### src/rtl/uart_pkg.sv
// Shared state encodings and the baud divider helper for the UART core.
package uart_pkg;

  typedef enum logic [2:0] {
    TX_IDLE, TX_START, TX_DATA, TX_PARITY, TX_STOP
  } tx_state_t;

  typedef enum logic [2:0] {
    RX_IDLE, RX_START, RX_DATA, RX_PARITY, RX_STOP, RX_WAIT_HIGH
  } rx_state_t;

  // Rounded pclk cycles per oversample tick, never below 1.
  function automatic int calc_div(input int clock_rate, input int baud, input int os);
    int d;
    d = (clock_rate + (baud * os) / 2) / (baud * os);
    return (d < 1) ? 1 : d;
  endfunction

endpackage

### src/rtl/uart_baud_tick.sv
// Oversample clock-enable generator: one-cycle os_tick every DIV pclk cycles.
module uart_baud_tick #(
  parameter int DIV = 1
) (
  input  logic pclk,
  input  logic reset,
  output logic os_tick
);
  localparam int CW = $clog2(DIV + 1);
  localparam logic [CW-1:0] LAST = CW'(DIV - 1);

  logic [CW-1:0] cnt_q, cnt_d;

  always_comb begin
    os_tick = (cnt_q == LAST);
    cnt_d   = os_tick ? '0 : cnt_q + CW'(1);
  end

  always_ff @(posedge pclk or posedge reset) begin
    if (reset) cnt_q <= '0;
    else       cnt_q <= cnt_d;
  end
endmodule

### src/rtl/uart_core.sv
// Full-duplex UART, single pclk domain, tick-enabled TX/RX FSMs.
// Optional parity bit on both directions when UART_PARITY_EN is defined.
module uart_core
  import uart_pkg::*;
#(
  parameter int CLOCK_RATE = 100000000,
  parameter int BAUD_RATE  = 9600,
  parameter int DATA_BITS  = 8,
  parameter int STOP_BITS  = 1,
  parameter int OVERSAMPLE = 16
) (
  input  logic                 pclk,
  input  logic                 reset,
  input  logic                 tx_start,
  input  logic [DATA_BITS-1:0] tx_data,
  output logic                 tx_line,
  output logic                 tx_busy,
  input  logic                 rx_serial,
  output logic [DATA_BITS-1:0] rx_data,
  output logic                 rx_done,
  output logic                 framing_error,
  input  logic                 parity_odd,
  output logic                 parity_error
);
  localparam int DIV = calc_div(CLOCK_RATE, BAUD_RATE, OVERSAMPLE);
  localparam int BW  = $clog2(DATA_BITS + 1);
  localparam int OSW = $clog2(OVERSAMPLE);
  localparam logic [BW-1:0]  LAST_BIT  = BW'(DATA_BITS - 1);
  localparam logic [BW-1:0]  LAST_STOP = BW'(STOP_BITS - 1);
  localparam logic [OSW-1:0] OS_LAST   = OSW'(OVERSAMPLE - 1);
  localparam logic [OSW-1:0] OS_MID    = OSW'(OVERSAMPLE / 2 - 1);

  logic os_tick;
  uart_baud_tick #(.DIV(DIV)) u_tick (.pclk(pclk), .reset(reset), .os_tick(os_tick));

  tx_state_t            tx_state_q, tx_state_d;
  logic [OSW-1:0]       tx_os_q, tx_os_d;
  logic [BW-1:0]        tx_bit_q, tx_bit_d;
  logic [DATA_BITS-1:0] tx_shift_q, tx_shift_d;
  logic                 tx_bit_end;

  rx_state_t            rx_state_q, rx_state_d;
  logic [OSW-1:0]       rx_os_q, rx_os_d;
  logic [BW-1:0]        rx_bit_q, rx_bit_d;
  logic [DATA_BITS-1:0] rx_shift_q, rx_shift_d, rx_data_q, rx_data_d;
  logic                 rx_sync_q, rx_s_q, rx_prev_q, rx_mid;
  logic                 rx_done_q, rx_done_d, ferr_q, ferr_d;
`ifdef UART_PARITY_EN
  logic                 tx_par_q, tx_par_d, rx_par_q, rx_par_d, perr_q, perr_d;
`else
  logic                 unused_parity_odd;
  assign unused_parity_odd = parity_odd;
`endif

  // tx_line decodes straight from registered state so reset forces it high at once.
  always_comb begin
    tx_state_d = tx_state_q;
    tx_os_d    = tx_os_q;
    tx_bit_d   = tx_bit_q;
    tx_shift_d = tx_shift_q;
`ifdef UART_PARITY_EN
    tx_par_d   = tx_par_q;
`endif
    tx_line    = 1'b1;
    tx_bit_end = os_tick && (tx_os_q == OS_LAST);
    if (os_tick) tx_os_d = tx_os_q + OSW'(1);
    case (tx_state_q)
      TX_IDLE: if (tx_start) begin
        tx_state_d = TX_START;
        tx_os_d    = '0;
        tx_shift_d = tx_data;
`ifdef UART_PARITY_EN
        tx_par_d   = ^tx_data ^ parity_odd;
`endif
      end
      TX_START: begin
        tx_line = 1'b0;
        if (tx_bit_end) begin
          tx_state_d = TX_DATA;
          tx_bit_d   = '0;
        end
      end
      TX_DATA: begin
        tx_line = tx_shift_q[0];
        if (tx_bit_end) begin
          tx_shift_d = tx_shift_q >> 1;
          tx_bit_d   = tx_bit_q + BW'(1);
          if (tx_bit_q == LAST_BIT) begin
            tx_bit_d = '0;
`ifdef UART_PARITY_EN
            tx_state_d = TX_PARITY;
`else
            tx_state_d = TX_STOP;
`endif
          end
        end
      end
`ifdef UART_PARITY_EN
      TX_PARITY: begin
        tx_line = tx_par_q;
        if (tx_bit_end) tx_state_d = TX_STOP;
      end
`endif
      TX_STOP: if (tx_bit_end) begin
        if (tx_bit_q == LAST_STOP) tx_state_d = TX_IDLE;
        else                       tx_bit_d   = tx_bit_q + BW'(1);
      end
      default: tx_state_d = TX_IDLE;
    endcase
  end

  // RX times everything from the detected start edge; mid-bit is OVERSAMPLE ticks apart.
  always_comb begin
    rx_state_d = rx_state_q;
    rx_os_d    = rx_os_q;
    rx_bit_d   = rx_bit_q;
    rx_shift_d = rx_shift_q;
    rx_data_d  = rx_data_q;
    rx_done_d  = 1'b0;
    ferr_d     = 1'b0;
`ifdef UART_PARITY_EN
    rx_par_d   = rx_par_q;
    perr_d     = 1'b0;
`endif
    rx_mid = os_tick && (rx_os_q == OS_LAST);
    if (os_tick) rx_os_d = rx_os_q + OSW'(1);
    case (rx_state_q)
      RX_IDLE: if (rx_prev_q && !rx_s_q) begin
        rx_state_d = RX_START;
        rx_os_d    = '0;
      end
      RX_START: if (os_tick && rx_os_q == OS_MID) begin
        rx_os_d    = '0;
        rx_bit_d   = '0;
        rx_state_d = rx_s_q ? RX_IDLE : RX_DATA;
      end
      RX_DATA: if (rx_mid) begin
        rx_shift_d = {rx_s_q, rx_shift_q[DATA_BITS-1:1]};
        rx_bit_d   = rx_bit_q + BW'(1);
        if (rx_bit_q == LAST_BIT) begin
`ifdef UART_PARITY_EN
          rx_state_d = RX_PARITY;
`else
          rx_state_d = RX_STOP;
`endif
        end
      end
`ifdef UART_PARITY_EN
      RX_PARITY: if (rx_mid) begin
        rx_par_d   = rx_s_q;
        rx_state_d = RX_STOP;
      end
`endif
      RX_STOP: if (rx_mid) begin
        rx_data_d  = rx_shift_q;
        rx_done_d  = 1'b1;
        ferr_d     = !rx_s_q;
`ifdef UART_PARITY_EN
        perr_d     = rx_par_q ^ (^rx_shift_q) ^ parity_odd;
`endif
        // A low stop means break or garbage: re-arm only once the line is idle again.
        rx_state_d = rx_s_q ? RX_IDLE : RX_WAIT_HIGH;
      end
      RX_WAIT_HIGH: if (rx_s_q) rx_state_d = RX_IDLE;
      default: rx_state_d = RX_IDLE;
    endcase
  end

  always_ff @(posedge pclk or posedge reset) begin
    if (reset) begin
      tx_state_q <= TX_IDLE;
      tx_os_q    <= '0;
      tx_bit_q   <= '0;
      tx_shift_q <= '0;
      rx_state_q <= RX_IDLE;
      rx_os_q    <= '0;
      rx_bit_q   <= '0;
      rx_shift_q <= '0;
      rx_data_q  <= '0;
      rx_sync_q  <= 1'b1;
      rx_s_q     <= 1'b1;
      rx_prev_q  <= 1'b1;
      rx_done_q  <= 1'b0;
      ferr_q     <= 1'b0;
`ifdef UART_PARITY_EN
      tx_par_q   <= 1'b0;
      rx_par_q   <= 1'b0;
      perr_q     <= 1'b0;
`endif
    end else begin
      tx_state_q <= tx_state_d;
      tx_os_q    <= tx_os_d;
      tx_bit_q   <= tx_bit_d;
      tx_shift_q <= tx_shift_d;
      rx_state_q <= rx_state_d;
      rx_os_q    <= rx_os_d;
      rx_bit_q   <= rx_bit_d;
      rx_shift_q <= rx_shift_d;
      rx_data_q  <= rx_data_d;
      rx_sync_q  <= rx_serial;
      rx_s_q     <= rx_sync_q;
      rx_prev_q  <= rx_s_q;
      rx_done_q  <= rx_done_d;
      ferr_q     <= ferr_d;
`ifdef UART_PARITY_EN
      tx_par_q   <= tx_par_d;
      rx_par_q   <= rx_par_d;
      perr_q     <= perr_d;
`endif
    end
  end

  assign tx_busy       = (tx_state_q != TX_IDLE);
  assign rx_data       = rx_data_q;
  assign rx_done       = rx_done_q;
  assign framing_error = ferr_q;
`ifdef UART_PARITY_EN
  assign parity_error  = perr_q;
`else
  assign parity_error  = 1'b0;
`endif
endmodule

### config.mk
export PLATFORM = sky130hd
export DESIGN_NAME = uart_core
export DESIGN_NICKNAME = d
export VERILOG_FILES = /design/src/rtl/uart_pkg.sv /design/src/rtl/uart_baud_tick.sv /design/src/rtl/uart_core.sv
export SDC_FILE = /design/constraint.sdc
export NUM_CORES = 1
export LEC_CHECK = 0
export ABC_AREA = 1
export CELL_PAD_IN_SITES_DETAIL_PLACEMENT = 1
export CELL_PAD_IN_SITES_GLOBAL_PLACEMENT = 2
export CORE_UTILIZATION = 37
export CTS_BUF_LIST = sky130_fd_sc_hd__clkbuf_16
export CTS_CLUSTER_SIZE = 40
export DETAILED_ROUTE_END_ITERATION = 16
export GPL_TIMING_DRIVEN = 0
export PLACE_DENSITY_LB_ADDON = 0.1
export SYNTH_ARGS = -nofsm -noshare
export SYNTH_HDL_FRONTEND = slang
export SYNTH_SLANG_ARGS = --single-unit
### constraint.sdc
create_clock -name pclk -period 4 [get_ports pclk]
set_input_delay 0.8 -clock pclk [delete_from_list [all_inputs] [get_ports pclk]]
set_output_delay 0.8 -clock pclk [all_outputs]
set_load 0.02 [all_outputs]
Yosys cells after proc, flatten, opt, wreduce, memory -nomap -nowiden --
Index checks and enable logic that the tools add are counted.
Storage, ports and cells: flip-flop bits (word level) 61, bits of input ports 13, output and inout port bits 13
Operators by class: add/subtract/negate cells 5, equality and inequality tests 26, multiplexer cells 41, reductions and logical operators 19
Operators by type and width (count):
- two-way mux 4 bit | 13
- two-way mux 3 bit | 13
- != test 2 bit, second input constant | 13
- adder 4 x 1 -> 4 bit, second input constant | 4
- two-way mux 8 bit | 2
- one-hot mux 4 bit (2 select lines) | 2
- one-hot mux 8 bit (2 select lines) | 1
- one-hot mux 3 bit (5 select lines) | 1
- equality test 4 x 3 -> 1 bit, second input constant | 3
- one-hot mux 3 bit (4 select lines) | 1
- one-hot mux 4 bit (3 select lines) | 1
- AND reduction 6 bit | 2
- adder 10 x 1 -> 10 bit, second input constant | 1
- equality test 10 bit, second input constant | 1
- two-way mux 10 bit | 1
- equality test 3 bit, second input constant | 3
- equality test 4 bit, second input constant | 2
- equality test 3 x 1 -> 1 bit, second input constant | 2
- equality test 3 x 2 -> 1 bit, second input constant | 2
- zero test 3 bit | 2
- AND reduction 3 bit | 2
- nonzero test 3 bit | 2
- AND reduction 5 bit | 1
- logical AND 1 bit | 4
- other kinds (7) | 12

Depth between registers and ports, before layout --
depth after elaboration 4, gate-level depth with buffers 10, depth with buffers taken out 10

Hierarchy --
Synthesis repeated with hierarchy kept, for this count alone.
Unflattened totals: cell total of the unflattened synthesis 369, area total of the unflattened synthesis 3075.4 um2
Modules (own cells, without submodules):
- uart_core | times used 1, cells an instance 306, area an instance 2552.4 um2, sequential area each 1280.0 um2
- uart_baud_tick | times used 1, cells an instance 63, area an instance 523.0 um2, sequential area each 250.2 um2

Worst setup path after synthesis --
No wires, ideal clock.
path kind flip-flop to output port, start point register tx_state_q[1], end point output tx_line, arrival time 1.100 ns, data required time 3.200 ns, path slack 2.100 ns, cell stages (with the launch flop) 5, path buffers 1, cells stage by stage dfrtp_1 > nand2_1 > clkbuf_1 > nor2_1 > nor2_1
On the way: longest elaborated chain between the ends 2
RTL lines:
- start, declared | RTL line uart_core.sv:36 | tx_state_t tx_state_q, tx_state_d;
- start signal, assigned | RTL line uart_core.sv:191 | tx_state_q <= tx_state_d;
- equality test 3 x 2 -> 1 bit / equality test 3 x 1 -> 1 bit (equally long branches) | RTL line uart_core.sv:67 | case (tx_state_q)
- one-hot mux 1 bit (2 select lines) (*) | RTL line uart_core.sv:67
- end, declared | RTL line uart_core.sv:16 | output logic tx_line,
Every way passes the cells marked *; elsewhere a longest branch is shown, timed or not.

Worst setup path after layout --
start point register tx_state_q[0], end point output tx_line
Same word-level chain as after synthesis.

==> results by stage <==
Power:
- The power density over the cells is 421 nW/um^2.
- The leakage power figure is 1.82 nW.
- Across the VDD grid, the largest voltage drop is 0.226 mV.

Die:
- The floorplan step set the die width to 93.2 microns.
- The initial utilization of the core area, before any placement, comes to 0.390.
- The floorplan core area is 7890 sq um.
- The floorplan has 32 rows.
- The floorplan step set the die height to 93.2 microns.
- The die covers 8690 sq um.
- The count of boundary I/O pins is 26.

Clock tree:
- Clock-pin slew was measured on the worst setup and hold paths at 50 ps.
- The source-to-sink clock delay at the later pin of the worst-skew pair is 320 ps.
- The number of buffers added by the clock tree synthesis step is 9.
- The H-tree depth is 3.
- After clock tree synthesis, the setup repair step added 0 buffers.
- The number of hold buffers added after CTS was 0.
- The clock tree from TritonCTS is yes.
- The clock drives 61 sinks.
- The buffer depth of the longest clock path is 2.
- The tree is rooted in a sky130_fd_sc_hd__clkbuf_16.
- The post-cts repair resize count is 0.

Synthesis:
- The number of nets in the synthesized netlist is 391.
- The cell count after synthesis came out at 371.
- In this run the cell area of the synthesized design comes to 3080 sq um.
- Yosys printed 0 warnings.
- After synthesis, the netlist uses 35 different library cells.
- The fraction of the yosys area taken by sequential cells is 0.497.
- The synthesis-stage register bit count is 61.
- The post-synthesis area per instance is 8.30 sq um.

STA:
- The count of pins over their slew limit is 0.
- The worst hold slack is 355 ps.
- The count of endpoints failing hold in the final timing report came to 0.
- The post-route minimum period is 2920 ps.
- At the pin with the least slew margin, the transition time is 529 ps.
- Setup repair after global routing left no endpoint under its margin.
- The sum of negative setup slack is 0 ps.
- The final worst clock skew is 5.40 ps.
- The worst pin sits at a relative slew slack of 0.645.
- Once routing completed, OpenROAD measured the worst setup slack at 1080 ps.
- The highest achievable clock rate is 342 MHz.
- The number of endpoints failing setup at the final stage is 0.
- The part of the cycle the worst path needs is 0.731.

Route:
- The total length of routed met2 wires is 3250 microns.
- Before antenna repair, the detailed router went through 4 iterations.
- After detailed routing, the number of remaining DRC violations is 0.
- The routed design has 6840 microns of wire.
- The post-detailed-route wirelength per cell is 13.3 microns.
- The highest signal layer in the routed design is met4.
- The average vias per placed instance is 4.81.
- After the first detailed-routing iteration, the DRC count stood at 56.
- The total met3 wirelength after detailed routing is 176 microns.
- The via count of the routed design is 2467.
- The total routed wire length on the met1 layer is 3270 microns.
- Once detail routing completed, the nets flagged for antenna violations numbered 0.

Worst setup path:
- The type of the worst setup path is register to primary output.
- The worst register-to-register path begins at u_tick.cnt_q[0]$_DFF_PP0_.
- The number of stages on the worst setup path is 6.
- The critical path's most frequent cell is sky130_fd_sc_hd__nor2_1.
- In this run the register-to-register setup slack is 2000 ps.
- The highest net fanout along the worst path is 10.
- The worst register-to-register path ends at tx_bit_q[0]$_DFFE_PP0P_.
- STA classifies the critical path startpoint as a register.
- The peak per-stage delay on the critical path is 620 ps.
- Data on the critical path is required at its endpoint by 3200 ps.
- Among all stages on the critical path, the largest delay is contributed by sky130_fd_sc_hd__clkdlybuf4s50_1.
- The endpoint class of the critical path is a primary output.
- The cell count of the worst reg-to-reg path is 9.
- Together, buffers and inverters on the worst path number 2.
- The critical path ends at tx_line.
- The cell family contributing the most delay on the critical path is buffers and inverters.
- The arrival time of the worst setup path is 2120 ps.
- Walking the worst path, the cells encountered are nor2_1 > nand2_1 > clkbuf_1 > nor2_1 > nor2_1 > clkdlybuf4s50_1.
- The launch point of the worst path is tx_state_q[0]$_DFFE_PP0P_.

Min path:
- The path type of the worst min-delay path is register to register.

Cells and area:
- Leaving out fill and tap cells, the most frequent cell in the layout is sky130_fd_sc_hd__nand2_1.
- From synthesis to final layout, the design area changed by 21.7%.
- In the layout the commonest cells are sky130_fd_sc_hd__nand2_1, sky130_fd_sc_hd__dfrtp_1, sky130_fd_sc_hd__inv_1, sky130_fd_sc_hd__nor2_1, sky130_fd_sc_hd__o21ai_0.
- Of the cells placed in the final design, the portion with a size suffix greater than 1 is 0.129.
- The number of fill cells in the layout is 953.
- The count of inserted antenna diode cells is 0.
- In the final design database the tool counted 426 nets.

Place:
- At the end of routability-driven placement, the weighted congestion stood at 0.808.
- The worst setup slack after placement is 1430 ps.
- Detailed placement finished with a half-perimeter wire length of 4870 microns.
- The count of port buffers added during placement is 23.

Global routing:
- The initial antenna violation count is 0.
- The largest net degree at the start of global routing is 41.
- The number of global-route vias before repair was 2664.
- The wire length of the first global-routing pass is 12200 microns.
- The total congestion overflow after global routing is 0.
- The aggregate global-route resource usage is 0.182.

Run:
- The tool flagged a number of max-cap violations equal to 0.

Status:
- The run finished with clean final reports.
## area by class of cell
cell class,count,area (sq um),share of cell area
multi-input cells,253,1300,0.348
well taps,102,128,0.0341
clock buffers,9,225,0.0601
clock inverters,7,66.3,0.0177
repair buffers,24,250,0.0668
plain buffers,7,56.3,0.0150
inverters,50,188,0.0501
flip-flops and latches,61,1530,0.408
## Yosys cell counts, drive strengths merged
library cell | number | share of area
nand4 | 7 | 0.014
a31oi | 1 | 0.0020
o21ai | 40 | 0.083
a21boi | 1 | 0.0024
dfstp | 3 | 0.026
nor3 | 7 | 0.015
nor4 | 1 | 0.0020
nand2 | 112 | 0.14
inv | 49 | 0.060
nor2 | 35 | 0.047
ha | 7 | 0.028
xnor2 | 2 | 0.0057
clkbuf | 2 | 0.0024
conb | 1 | 0.0012
mux2i | 1 | 0.0033
nand3 | 22 | 0.040
o21bai | 2 | 0.0049
a21oi | 4 | 0.0065
o22ai | 2 | 0.0041
clkinv | 1 | 0.0012
or2 | 2 | 0.0041
dfrtp | 58 | 0.47
xor2 | 5 | 0.014
nand3b | 1 | 0.0024
buf | 5 | 0.016
## worst min-delay path by stage
stage,start,endpoint,slack (ps),depth (start not counted)
final,rx_sync_q$_DFF_PP1_,rx_s_q$_DFF_PP1_,350,0
after global routing,rx_sync_q$_DFF_PP1_,rx_s_q$_DFF_PP1_,360,0
after CTS,rx_sync_q$_DFF_PP1_,rx_s_q$_DFF_PP1_,360,0
after detailed placement,rx_sync_q$_DFF_PP1_,rx_s_q$_DFF_PP1_,350,0
after global placement,rx_sync_q$_DFF_PP1_,rx_s_q$_DFF_PP1_,350,0
after floorplan,rx_sync_q$_DFF_PP1_,rx_s_q$_DFF_PP1_,350,0
## where the power goes
part	total, mW	switching [mW]	internal (mW)
clock	0.752	0.275	0.477
sequential	0.650	0.0139	0.636
combinational	0.175	0.117	0.0576
total	1.58	0.407	1.17
## kinds of logic after synthesis
logic type,synth area share
XOR/XNOR,0.0199
adder cells (fa/ha/maj),0.0285
buffers and inverters,0.0793
flip-flops,0.497
AO/OA/AOI/OAI,0.103
multiplexers,0.00325
AND/OR/NAND/NOR,0.267
other,0.00122
## state kept, by name, summed over array words and instances, names as in the netlist, 3 cells and up
register,flops
u_tick.cnt_q,10
rx_data,8
rx_shift_q,8
tx_shift_q,8
rx_bit_q,4
rx_os_q,4
tx_bit_q,4
tx_os_q,4
rx_state_q,3
tx_state_q,3
## stage by stage
step	total power [mW]	util	instance area [sq um]	cells
2_1_floorplan	0.786	-	3080	371
3_3_place_gp	0.834	0.436	3440	496
3_5_place_dp	0.838	0.438	3460	497
4_1_cts	1.60	0.475	3750	513
5_1_grt	1.66	0.475	3750	513
6_report	1.58	0.475	3750	513
## routing by layer
layer | track usage | vias up
met2 | 0.300 | 32
met4 | 0.0808 | 0
met5 | 0 | -
li1 | - | 1250
met1 | 0.229 | 1171
met3 | 0.0374 | 14
No activity file was read; power rests on OpenSTA's default activity.
